`src/rtl/adder_bist_pkg.sv`:
```
// Shared definitions for the adder BIST controller: FSM state encoding and default sizing.
package adder_bist_pkg;

  typedef enum logic [1:0] {
    IDLE  = 2'd0,
    DRIVE = 2'd1,
    CHECK = 2'd2,
    DONE  = 2'd3
  } state_t;

  localparam int unsigned DEF_WIDTH  = 6;
  localparam int unsigned DEF_SETTLE = 1;

endpackage

```
`src/rtl/adder_bist_cmp.sv`:
```
// Golden (WIDTH+1)-bit add of the applied operands compared against the adder's response.
module adder_bist_cmp
  import adder_bist_pkg::*;
#(
  parameter int unsigned WIDTH = DEF_WIDTH
) (
  input  logic [WIDTH-1:0] x,
  input  logic [WIDTH-1:0] y,
  input  logic [WIDTH-1:0] dut_s,
  input  logic             dut_cout,
  output logic             mismatch
);

  logic [WIDTH:0] golden;

  always_comb begin
    golden   = {1'b0, x} + {1'b0, y};
    // Case inequality so unknown bits on the response count as a mismatch.
    mismatch = ({dut_cout, dut_s} !== golden);
  end

endmodule

```
`src/rtl/adder_bist_ctrl.sv`:
```
// Exhaustive {x,y} sweep generator and checker for the WIDTH-bit adder.
// Define ADDER_BIST_ERRLOG_EN to add the first-mismatch log outputs.
module adder_bist_ctrl
  import adder_bist_pkg::*;
#(
  parameter int unsigned WIDTH  = DEF_WIDTH,
  parameter int unsigned SETTLE = DEF_SETTLE
) (
  input  logic               clk,
  input  logic               rst_n,
  input  logic               start,
  input  logic               abort,
  output logic [WIDTH-1:0]   x,
  output logic [WIDTH-1:0]   y,
  input  logic [WIDTH-1:0]   dut_s,
  input  logic               dut_cout,
  output logic               busy,
  output logic               done,
  output logic               pass,
  output logic [2*WIDTH-1:0] pat_idx,
  output logic [2*WIDTH:0]   err_count
`ifdef ADDER_BIST_ERRLOG_EN
  ,
  output logic [2*WIDTH-1:0] first_err_idx,
  output logic               first_err_vld
`endif
);

  localparam int unsigned PAT_W = 2 * WIDTH;
  localparam int unsigned ERR_W = 2 * WIDTH + 1;
  localparam int unsigned SET_W = (SETTLE > 1) ? $clog2(SETTLE) : 1;
  localparam logic [SET_W-1:0] SET_LOAD = SET_W'(SETTLE - 1);

  state_t           state, state_nxt;
  logic [SET_W-1:0] settle_cnt;
  logic             load;
  logic             step;
  logic             chk;
  logic             mismatch;

  assign x = pat_idx[PAT_W-1:WIDTH];
  assign y = pat_idx[WIDTH-1:0];

  adder_bist_cmp #(.WIDTH(WIDTH)) u_cmp (
    .x        (x),
    .y        (y),
    .dut_s    (dut_s),
    .dut_cout (dut_cout),
    .mismatch (mismatch)
  );

  always_ff @(posedge clk or negedge rst_n) begin
    if (!rst_n) state <= IDLE;
    else        state <= state_nxt;
  end

  always_comb begin
    state_nxt = state;
    load      = 1'b0;
    step      = 1'b0;
    chk       = 1'b0;
    case (state)
      IDLE: begin
        if (start && !abort) begin
          state_nxt = DRIVE;
          load      = 1'b1;
        end
      end
      DRIVE: begin
        if (abort)                 state_nxt = IDLE;
        else if (settle_cnt == '0) state_nxt = CHECK;
      end
      CHECK: begin
        if (abort) begin
          state_nxt = IDLE;
        end else begin
          chk = 1'b1;
          if (pat_idx == '1) begin
            state_nxt = DONE;
          end else begin
            state_nxt = DRIVE;
            step      = 1'b1;
          end
        end
      end
      DONE: begin
        if (abort) begin
          state_nxt = IDLE;
        end else if (start) begin
          state_nxt = DRIVE;
          load      = 1'b1;
        end
      end
      default: state_nxt = IDLE;
    endcase
    busy = (state == DRIVE) || (state == CHECK);
    done = (state == DONE);
    pass = done && (err_count == '0);
  end

  always_ff @(posedge clk or negedge rst_n) begin
    if (!rst_n) begin
      pat_idx    <= '0;
      err_count  <= '0;
      settle_cnt <= '0;
    end else if (load) begin
      pat_idx    <= '0;
      err_count  <= '0;
      settle_cnt <= SET_LOAD;
    end else begin
      if (state == DRIVE && !abort && settle_cnt != '0)
        settle_cnt <= settle_cnt - SET_W'(1);
      if (chk) begin
        if (mismatch && err_count != '1)
          err_count <= err_count + ERR_W'(1);
        if (step) begin
          pat_idx    <= pat_idx + PAT_W'(1);
          settle_cnt <= SET_LOAD;
        end
      end
    end
  end

`ifdef ADDER_BIST_ERRLOG_EN
  always_ff @(posedge clk or negedge rst_n) begin
    if (!rst_n) begin
      first_err_idx <= '0;
      first_err_vld <= 1'b0;
    end else if (load) begin
      first_err_idx <= '0;
      first_err_vld <= 1'b0;
    end else if (chk && mismatch && !first_err_vld) begin
      first_err_idx <= pat_idx;
      first_err_vld <= 1'b1;
    end
  end
`else
  // No first-mismatch log in this build.
`endif

endmodule

```
`config.mk`:
```
export PLATFORM = sky130hd
export DESIGN_NAME = adder_bist_ctrl
export DESIGN_NICKNAME = d
export VERILOG_FILES = /design/src/rtl/adder_bist_pkg.sv /design/src/rtl/adder_bist_cmp.sv /design/src/rtl/adder_bist_ctrl.sv
export SDC_FILE = /design/constraint.sdc
export NUM_CORES = 1
export LEC_CHECK = 0
export ABC_AREA = 1
export CORE_MARGIN = 2
export CORE_UTILIZATION = 30
export CTS_CLUSTER_DIAMETER = 30
export CTS_CLUSTER_SIZE = 12
export DETAILED_ROUTE_END_ITERATION = 16
export SYNTH_ARGS = -nofsm -noshare
export SYNTH_HDL_FRONTEND = slang
export SYNTH_HIERARCHICAL = 1
export SYNTH_SLANG_ARGS = --single-unit
```
`constraint.sdc`:
```
create_clock -name clk -period 2.23 [get_ports clk]
set_clock_uncertainty 0.1 [all_clocks]
set_input_delay 0.446 -clock clk [delete_from_list [all_inputs] [get_ports clk]]
set_output_delay 0.446 -clock clk [all_outputs]
set_load 0.005 [all_outputs]
```
After elaboration in Yosys (flattened, before gate mapping)
Cells that the tools add are included.
Widths: inputs -> output; s select.
- add/sub/neg operators: 4
- eq/ne operators: 9
- muxes and demuxes: 27
- reductions and logical operators: 15
- operators with widths (operator ; count):
    $mux 13 ; 3
    $mux 12 ; 3
    $mux 2 ; 7
    $add 13x1->13 const B ; 1
    $logic_not 13->1 ; 1
    $ne 13x13->1 const B ; 1
    $add 12x1->12 const B ; 1
    $eq 12x12->1 const B ; 1
    $mux 1 ; 12
    $pmux 2 s4 ; 1
    $add 6x6->7 ; 1
    $nex 7x7->1 ; 1
    $ne 3x3->1 const B ; 2
    $reduce_bool 2->1 ; 3
    $logic_and 1x1->1 ; 5
    $eq 2x2->1 const B ; 2
    $reduce_and 2->1 ; 2
    $reduce_and 3->1 ; 1
    $eq 2x1->1 const B ; 1
    $logic_not 2->1 ; 1
    $ne 2x2->1 const B ; 1
    $pmux 1 s2 ; 1
    $logic_not 1->1 ; 1
    $logic_or 1x1->1 ; 1
    $sub 1x1->1 const B ; 1
- bits in registers: 28
- bits of input ports: 11

Longest topological paths before layout
Gate-level depths: netlist of run 1.
- depth in word-level cells: 7
- depth in mapped cells: 16
- depth with buffers taken out: 15

Modules after synthesis
Netlist of run 1, hierarchy kept.
- modules (own cells, without submodules) (module ; instances ; cells an instance ; area an instance (um^2) ; seq. area each (um^2)):
    adder_bist_ctrl ; 1 ; 289 ; 2049.5 ; 700.7
    adder_bist_cmp ; 1 ; 89 ; 450.4 ; 0.0

Worst setup path after synthesis of run 1
No wires, ideal clock.
- kind: flip-flop to flip-flop
- start: register pat_idx[0]
- end: register err_count[5]
- data arrival time: 2.068 ns
- required time: 2.013 ns
- setup slack: -0.054 ns
- cell stages (with the launch flop): 16
- path buffers: 0
- period minus slack after synthesis: 2.284 ns
- path through: dfrtp_1 -> ha_1 -> fa_1 -> inv_1 -> nand2_1 -> nand2_1 -> nor2_1 -> nand3_1 -> nor2_1 -> nand4_1 -> nand2_1 -> inv_1 -> nand2_4 -> nand2_2 -> nand2_1 -> nand2_1
- longest elaborated chain between the ends: 5
- RTL lines (element ; RTL line ; source):
    from (decl) ; adder_bist_ctrl.sv:20 ; output logic [2*WIDTH-1:0] pat_idx,
    from (signal assigned) ; adder_bist_ctrl.sv:117 ; pat_idx <= pat_idx + PAT_W'(1);
    $add 6x6->7 ; adder_bist_cmp.sv:17 ; golden = {1'b0, x} + {1'b0, y};
    $nex 7x7->1 ; adder_bist_cmp.sv:19 ; mismatch = ({dut_cout, dut_s} !== golden);
    named net mismatch ; adder_bist_ctrl.sv:39 ; logic mismatch;
    $logic_and 1x1->1 ; adder_bist_ctrl.sv:114 ; if (mismatch && err_count != '1)
    $reduce_bool 2->1 (no line) ; - ;
    $reduce_and 2->1 (no line) ; - ;
    to (signal assigned) ; adder_bist_ctrl.sv:115 ; err_count <= err_count + ERR_W'(1);
    to (decl) ; adder_bist_ctrl.sv:21 ; output logic [2*WIDTH:0] err_count
The timed path passes the listed nets, and every way through them passes these cells.
A chain may end at the register's enable or synchronous reset.

Final worst setup path of run 1
- start: register pat_idx[0]
- end: register err_count[7]
Same word-level chain as after synthesis.

==> impl_metrics.json, run 1 <==
{
  "peakVddDrop_uv": 486,
  "num_vias": 2551,
  "synth_area_leaders": "dfrtp_1, nand2_1, nand3_1, ha_1, nor2_1",
  "power_density_nw_per_um2": 836,
  "ys_ff_latch": 28,
  "setup_viol": 13,
  "io_buffers": 50,
  "muxShareOfSynthArea_pct": 0,
  "yosys-top-cells-count": "nand2_1, nor2_1, inv_1, nand3_1, dfrtp_1",
  "rows": 33,
  "timing.rr.start": "pat_idx[0]",
  "num_antenna_cells": 0,
  "synth_largest_area_cell": "dfrtp_1",
  "grt_pass1_vias": 2335,
  "clock_sinks": 28,
  "required_ps": 2350,
  "synth-compound-area-share_pct": 3.25,
  "hold_depth": 2,
  "die_area_um2": 9080,
  "hold_start": "settle_cnt",
  "outcome": "finished, violations left",
  "die_h_um": 95.3,
  "holdBufCountCts": 0,
  "p_leak_nw": 1.64,
  "rsz0062_at_grt": "true",
  "cts_buffer_depth": 2,
  "end_kind": "register",
  "clock_latency_ps": 280,
  "worstSetupStartpointType": "register",
  "grt_max_degree": 29,
  "crit_type": "register to register",
  "core-area_um2": 8130,
  "violations": "setup timing",
  "avgSynthCellArea_um2": 6.61,
  "fin_crit_sh_pct": 108,
  "wl_per_cell_um": 12.3,
  "via_per_inst": 4.62,
  "yosysWarnings": 6,
  "synth_top_family_by_area": "simple AND/OR/NAND/NOR gates",
  "r2r_cells": 15,
  "dpl-instance-area_um2": 3220,
  "grt-ovfl-total": 0,
  "clock-root-buffer": "clkbuf_8",
  "syn_to_final_growth_pct": 34.2,
  "cts-htree-levels": 1,
  "clk_pin_slew_ps": 100,
  "routed_wirelength_um": 6770,
  "grt_usage_pct": 15.4,
  "synthSimpleGateAreaFrac_pct": 45.6,
  "hold_path.class": "register to register",
  "synth-xor-area-share_pct": 2.10,
  "hpwl_um": 5190,
  "dr.pass1.iters": 5,
  "grt_first_pass_wirelength_um": 11200,
  "drc": 0,
  "fin_worst_hold_slack_ps": 419,
  "gp_congestion": 0.844,
  "worst_slew_pin_slew_ps": 387,
  "start_util_pct": 30.7,
  "synth_top_cell_area_share_pct": 28.0,
  "regToRegSetupSlack_ps": -170,
  "synth_most_common_cell": "nand2_1",
  "preCtsSetupSlack_ps": -238,
  "fin_area_um2": 3360,
  "cts_tree": "yes",
  "synth_edf_count": 0,
  "min_period_ps": 2400,
  "fmax_mhz": 417,
  "filler_cell_count": 840,
  "slew_headroom_pct": 74.2,
  "hold_violations": 0,
  "slew_violations": 0,
  "finalSetupTns_ps": -1740,
  "synth.distinct_cells": 32,
  "synthArstFlopShare_pct": 100,
  "ios": 51,
  "synthesis.nets": 404,
  "synth-main-ff-cell": "dfrtp_1",
  "fin_ws_ps": -171,
  "min_to": "settle_cnt",
  "crit_fanout": 6,
  "drive_gt1_share_pct": 17.2,
  "synth_area_um2": 2500,
  "cts_buffers": 3,
  "cap_violations": 0,
  "cp.arrival_ps": 2520,
  "ys_seq_area_share_pct": 28.0,
  "antenna_found_initial": 0,
  "final_nets": 474,
  "antenna_left": 0,
  "syn_inst": 378,
  "worstReg2RegEnd": "err_count[7]",
  "drtIter0Drc": 233,
  "synthAdderAreaFrac_pct": 7.81,
  "dieWidth_um": 95.3
}
-- placed cells by master (no fill, tap or decap), types with 2 or more instances in the layout --
cell type and n:
a21oi_1 3, buf_4 32, clkbuf_8 4, clkdlybuf4s50_1 49, dfrtp_1 27, ha_1 12, inv_1 39, inv_2 7
nand2_1 123, nand2_2 5, nand2_4 2, nand3_1 39, nand3_2 9, nand4_1 15, nor2_1 42, nor2_2 5
o21ai_0 7, or2_2 3, xor2_1 5
-- critical path, stage by stage, from the launching register on --
cell       delay (ps)
dfrtp_2           440
ha_4              170
fa_1              520
inv_1              50
nand2_1            50
nand2_1            60
nor2_2             80
nand3_1            70
nor2_1            110
nand4_1           130
nand2_2           110
inv_2              50
nand2_4           100
clkbuf_16         160
nand3_2            60
nand2_1            70
-- what timing repair did --
item,4_1_cts,5_1_grt
endpoints found under the setup margin,14,14
resized for setup,6,3
cloned,0,1
pin swaps,5,5
buffers inserted,4,2
-- per-stage QoR --
step,power [mW],std cells,util [%]
2_1_floorplan,1.70,378,-
3_3_place_gp,2.38,542,39.5
3_5_place_dp,2.40,542,39.5
4_1_cts,2.77,549,40.6
5_1_grt,3.05,552,41.3
6_report,2.81,552,41.3
-- sequential cells by signal, summed over array words and instances, names as in the netlist --
signal	count
settle_cnt	1
pat_idx	12
err_count	13
state	2
-- power by group --
group / internal [mW] / switching (mW)
Sequential: 0.641 / 0.122
Clock: 0.159 / 0.170
Combinational: 0.834 / 0.881
-- layout make-up --
cell class / instances / area, um^2 / area share, %
Inverter: 47 / 176 / 5.26
Timing Repair Buffer: 84 / 785 / 23.4
Multi-Input combinational cell: 284 / 1510 / 44.9
Clock buffer: 4 / 55.1 / 1.64
Sequential cell: 28 / 702 / 20.9
Tap cell: 105 / 131 / 3.91
-- metal layers --
| layer | vias up | GRT usage (%) | routed length [um] |
|---|---|---|---|
| met4 | 0 | 3.26 | 56 |
| met5 | - | 0 | 0 |
| met1 | 1157 | 22.6 | 3280 |
| li1 | 1326 | - | - |
| met2 | 64 | 25.0 | 3170 |
| met3 | 4 | 0.949 | 266 |
-- cells by family after synthesis --
kind of cell / after synthesis
AOI/OAI and AO/OA: 14
xor gates and xnor gates: 6
DFF: 28
adders and majority gates: 15
and+or+nand+nor: 249
buffers and inverters: 66
-- worst max-delay path by stage --
stage	slack, ps	start	to
after floorplan	3	pat_idx[6]	err_count[5]
after global routing	-310	pat_idx[0]	err_count[7]
after CTS	-190	pat_idx[0]	err_count[5]
final	-170	pat_idx[0]	err_count[7]
after detailed placement	-240	pat_idx[0]	err_count[5]
after global placement	-180	pat_idx[0]	err_count[9]
(Power assumes the default switching activity.)
==> inputs of run 2 (changes only) <==
--- a/config.mk
+++ b/config.mk
@@ -7,10 +7,11 @@
 export LEC_CHECK = 0
 export ABC_AREA = 1
 export CORE_MARGIN = 2
-export CORE_UTILIZATION = 30
+export CORE_UTILIZATION = 45
 export CTS_CLUSTER_DIAMETER = 30
 export CTS_CLUSTER_SIZE = 12
 export DETAILED_ROUTE_END_ITERATION = 16
+export PLACE_DENSITY = 0.74
 export SYNTH_ARGS = -nofsm -noshare
 export SYNTH_HDL_FRONTEND = slang
 export SYNTH_HIERARCHICAL = 1
==> impl_metrics.json, run 2 (synthesized netlist as in run 1, its figures left out) <==
{
  "outcome": "finished, violations left",
  "violations": "setup timing",
  "layout_common_cells": "nand2_1, clkdlybuf4s50_1, nor2_1",
  "combPwrFrac_pct": 60.7,
  "drc": 0,
  "path_cells": "ha_4 -> fa_1 -> inv_1 -> nand2_1 -> nand2_1 -> nor2_1 -> nand3_1 -> nor2_1 -> nand4_1 -> nand2_2 -> inv_2 -> nand2_4 -> nand2_4 -> nand2_1 -> nand2_1",
  "fin_crit_sh_pct": 108,
  "clock_sinks": 28,
  "cts-htree-levels": 1,
  "power_density_nw_per_um2": 841,
  "crit_fanout": 7,
  "hold_depth": 2,
  "grt_max_degree": 29,
  "crit_buf_inv": 2,
  "cp.arrival_ps": 2470,
  "worstSetupStartpointType": "register",
  "power.share.switching_pct": 42.0,
  "io_buffers": 50,
  "final_nets": 474,
  "hold_start": "settle_cnt",
  "power.internal_mw": 1.62,
  "start_util_pct": 46.0,
  "cp_top_family": "simple AND/OR/NAND/NOR gates",
  "worstReg2RegEnd": "err_count[9]",
  "layoutNonFillerInstCount": 519,
  "hold_violations": 0,
  "dpl-instance-area_um2": 3200,
  "rows": 27,
  "drtIter0Drc": 124,
  "fin_area_um2": 3320,
  "rsz0062_at_grt": "true",
  "core-area_um2": 5440,
  "grt_pass1_vias": 2605,
  "mostFrequentLayoutCell": "nand2_1",
  "largest_reg_flops": 13,
  "dp.cells": 513,
  "regMostFlops": "err_count",
  "clock_latency_ps": 270,
  "cts_tree": "yes",
  "dr.pass1.iters": 4,
  "antenna_found_initial": 0,
  "seqPwrFrac_pct": 27.9,
  "num_vias": 2612,
  "hold_path.class": "register to register",
  "cp.depth": 15,
  "netSwitchingPower_mw": 1.17,
  "wl_per_cell_um": 12.6,
  "worst_slew_pin_slew_ps": 374,
  "regToRegSetupSlack_ps": -170,
  "peakVddDrop_uv": 576,
  "cts_buffers": 3,
  "slew_violations": 0,
  "path_common_cell": "nand2_1",
  "critPathMaxStageDelay_ps": 490,
  "die_h_um": 78.5,
  "startpoint": "pat_idx[0]",
  "antenna_left": 0,
  "clk_pin_slew_ps": 100,
  "crit_type": "register to register",
  "drive_gt1_share_pct": 17.9,
  "min_to": "settle_cnt",
  "min_period_ps": 2400,
  "syn_to_final_growth_pct": 32.8,
  "timing.rr.start": "pat_idx[0]",
  "p_leak_nw": 1.64,
  "grt_first_pass_wirelength_um": 11300,
  "fmax_mhz": 417,
  "grt-ovfl-total": 0,
  "end_kind": "register",
  "dieWidth_um": 78.5,
  "setup_viol": 13,
  "slowest_stage": "fa_1",
  "clock-root-buffer": "clkbuf_8",
  "total_power_mw": 2.79,
  "top_regs": "err_count (13), pat_idx (12), state (2)",
  "r2r_cells": 15,
  "ios": 51,
  "cts_buffer_depth": 2,
  "power.share.clock_pct": 11.4,
  "hpwl_um": 5030,
  "via_per_inst": 5.03,
  "grt_usage_pct": 22.1,
  "slew_headroom_pct": 75.0,
  "holdBufCountCts": 0,
  "fin_ws_ps": -171,
  "num_antenna_cells": 0,
  "required_ps": 2300,
  "gp_congestion": 0.893,
  "cap_violations": 0,
  "die_area_um2": 6170,
  "routed_wirelength_um": 6570
}
run 2: layer usage:
| metal | vias up | part of all wire [%] | wire (um) | GRT usage [%] |
|---|---|---|---|---|
| met2 | 81 | 49 | 3200 | 40.5 |
| met3 | 6 | 6.7 | 442 | 2.41 |
| li1 | 1324 | - | - | - |
| met5 | - | 0 | 0 | 0 |
| met1 | 1201 | 44 | 2880 | 27.6 |
| met4 | 0 | 0.55 | 36 | 5.09 |
run 2: per-stage QoR:
step | worst slack [ps] | util [%] | hold slack (ps) | TNS [ps]
after floorplan | 2.73 | - | 50.4 | 0
after global placement | -136 | 58.9 | 399 | -1330
after detailed placement | -214 | 58.9 | 417 | -2240
after CTS | -154 | 60.7 | 440 | -1720
after global routing | -389 | 61.1 | 472 | -4760
final | -171 | 61.1 | 439 | -1980
run 2: worst min-delay path: cells and delay by family (launching register included):
family	cells	cell delay (ps)
flops	1	370
simple gates	2	140
run 2: what timing repair did:
item / CTS / global route
gates resized for setup: 9 / 6
endpoints found under the setup margin: 14 / 14
setup buffers: 1 / 1
gates cloned: 0 / 0
pin swaps: 11 / 3
run 2: worst max-delay path by stage:
stage                          endpoint
after floorplan            err_count[5]
after global placement     err_count[9]
after detailed placement   err_count[7]
after CTS                 err_count[10]
after global routing       err_count[4]
final                      err_count[9]
run 2: power groups by stage:
stage / clock, mW / sequential [mW] / combinational, mW
4_1_cts: 0.324 / 0.774 / 1.68
2_1_floorplan: 0 / 0.864 / 0.835
5_1_grt: 0.340 / 0.799 / 1.89
3_5_place_dp: 0 / 0.769 / 1.65
6_report: 0.319 / 0.780 / 1.70
3_3_place_gp: 0 / 0.767 / 1.61
run 2: cell type report:
cell class / instances / area, um^2
Fill cell: 494 / 2120
Sequential cell: 28 / 704
Inverter: 47 / 176
Tap cell: 72 / 90.1
Timing Repair Buffer: 84 / 774
Multi-Input combinational cell: 284 / 1520
Clock buffer: 4 / 55.1
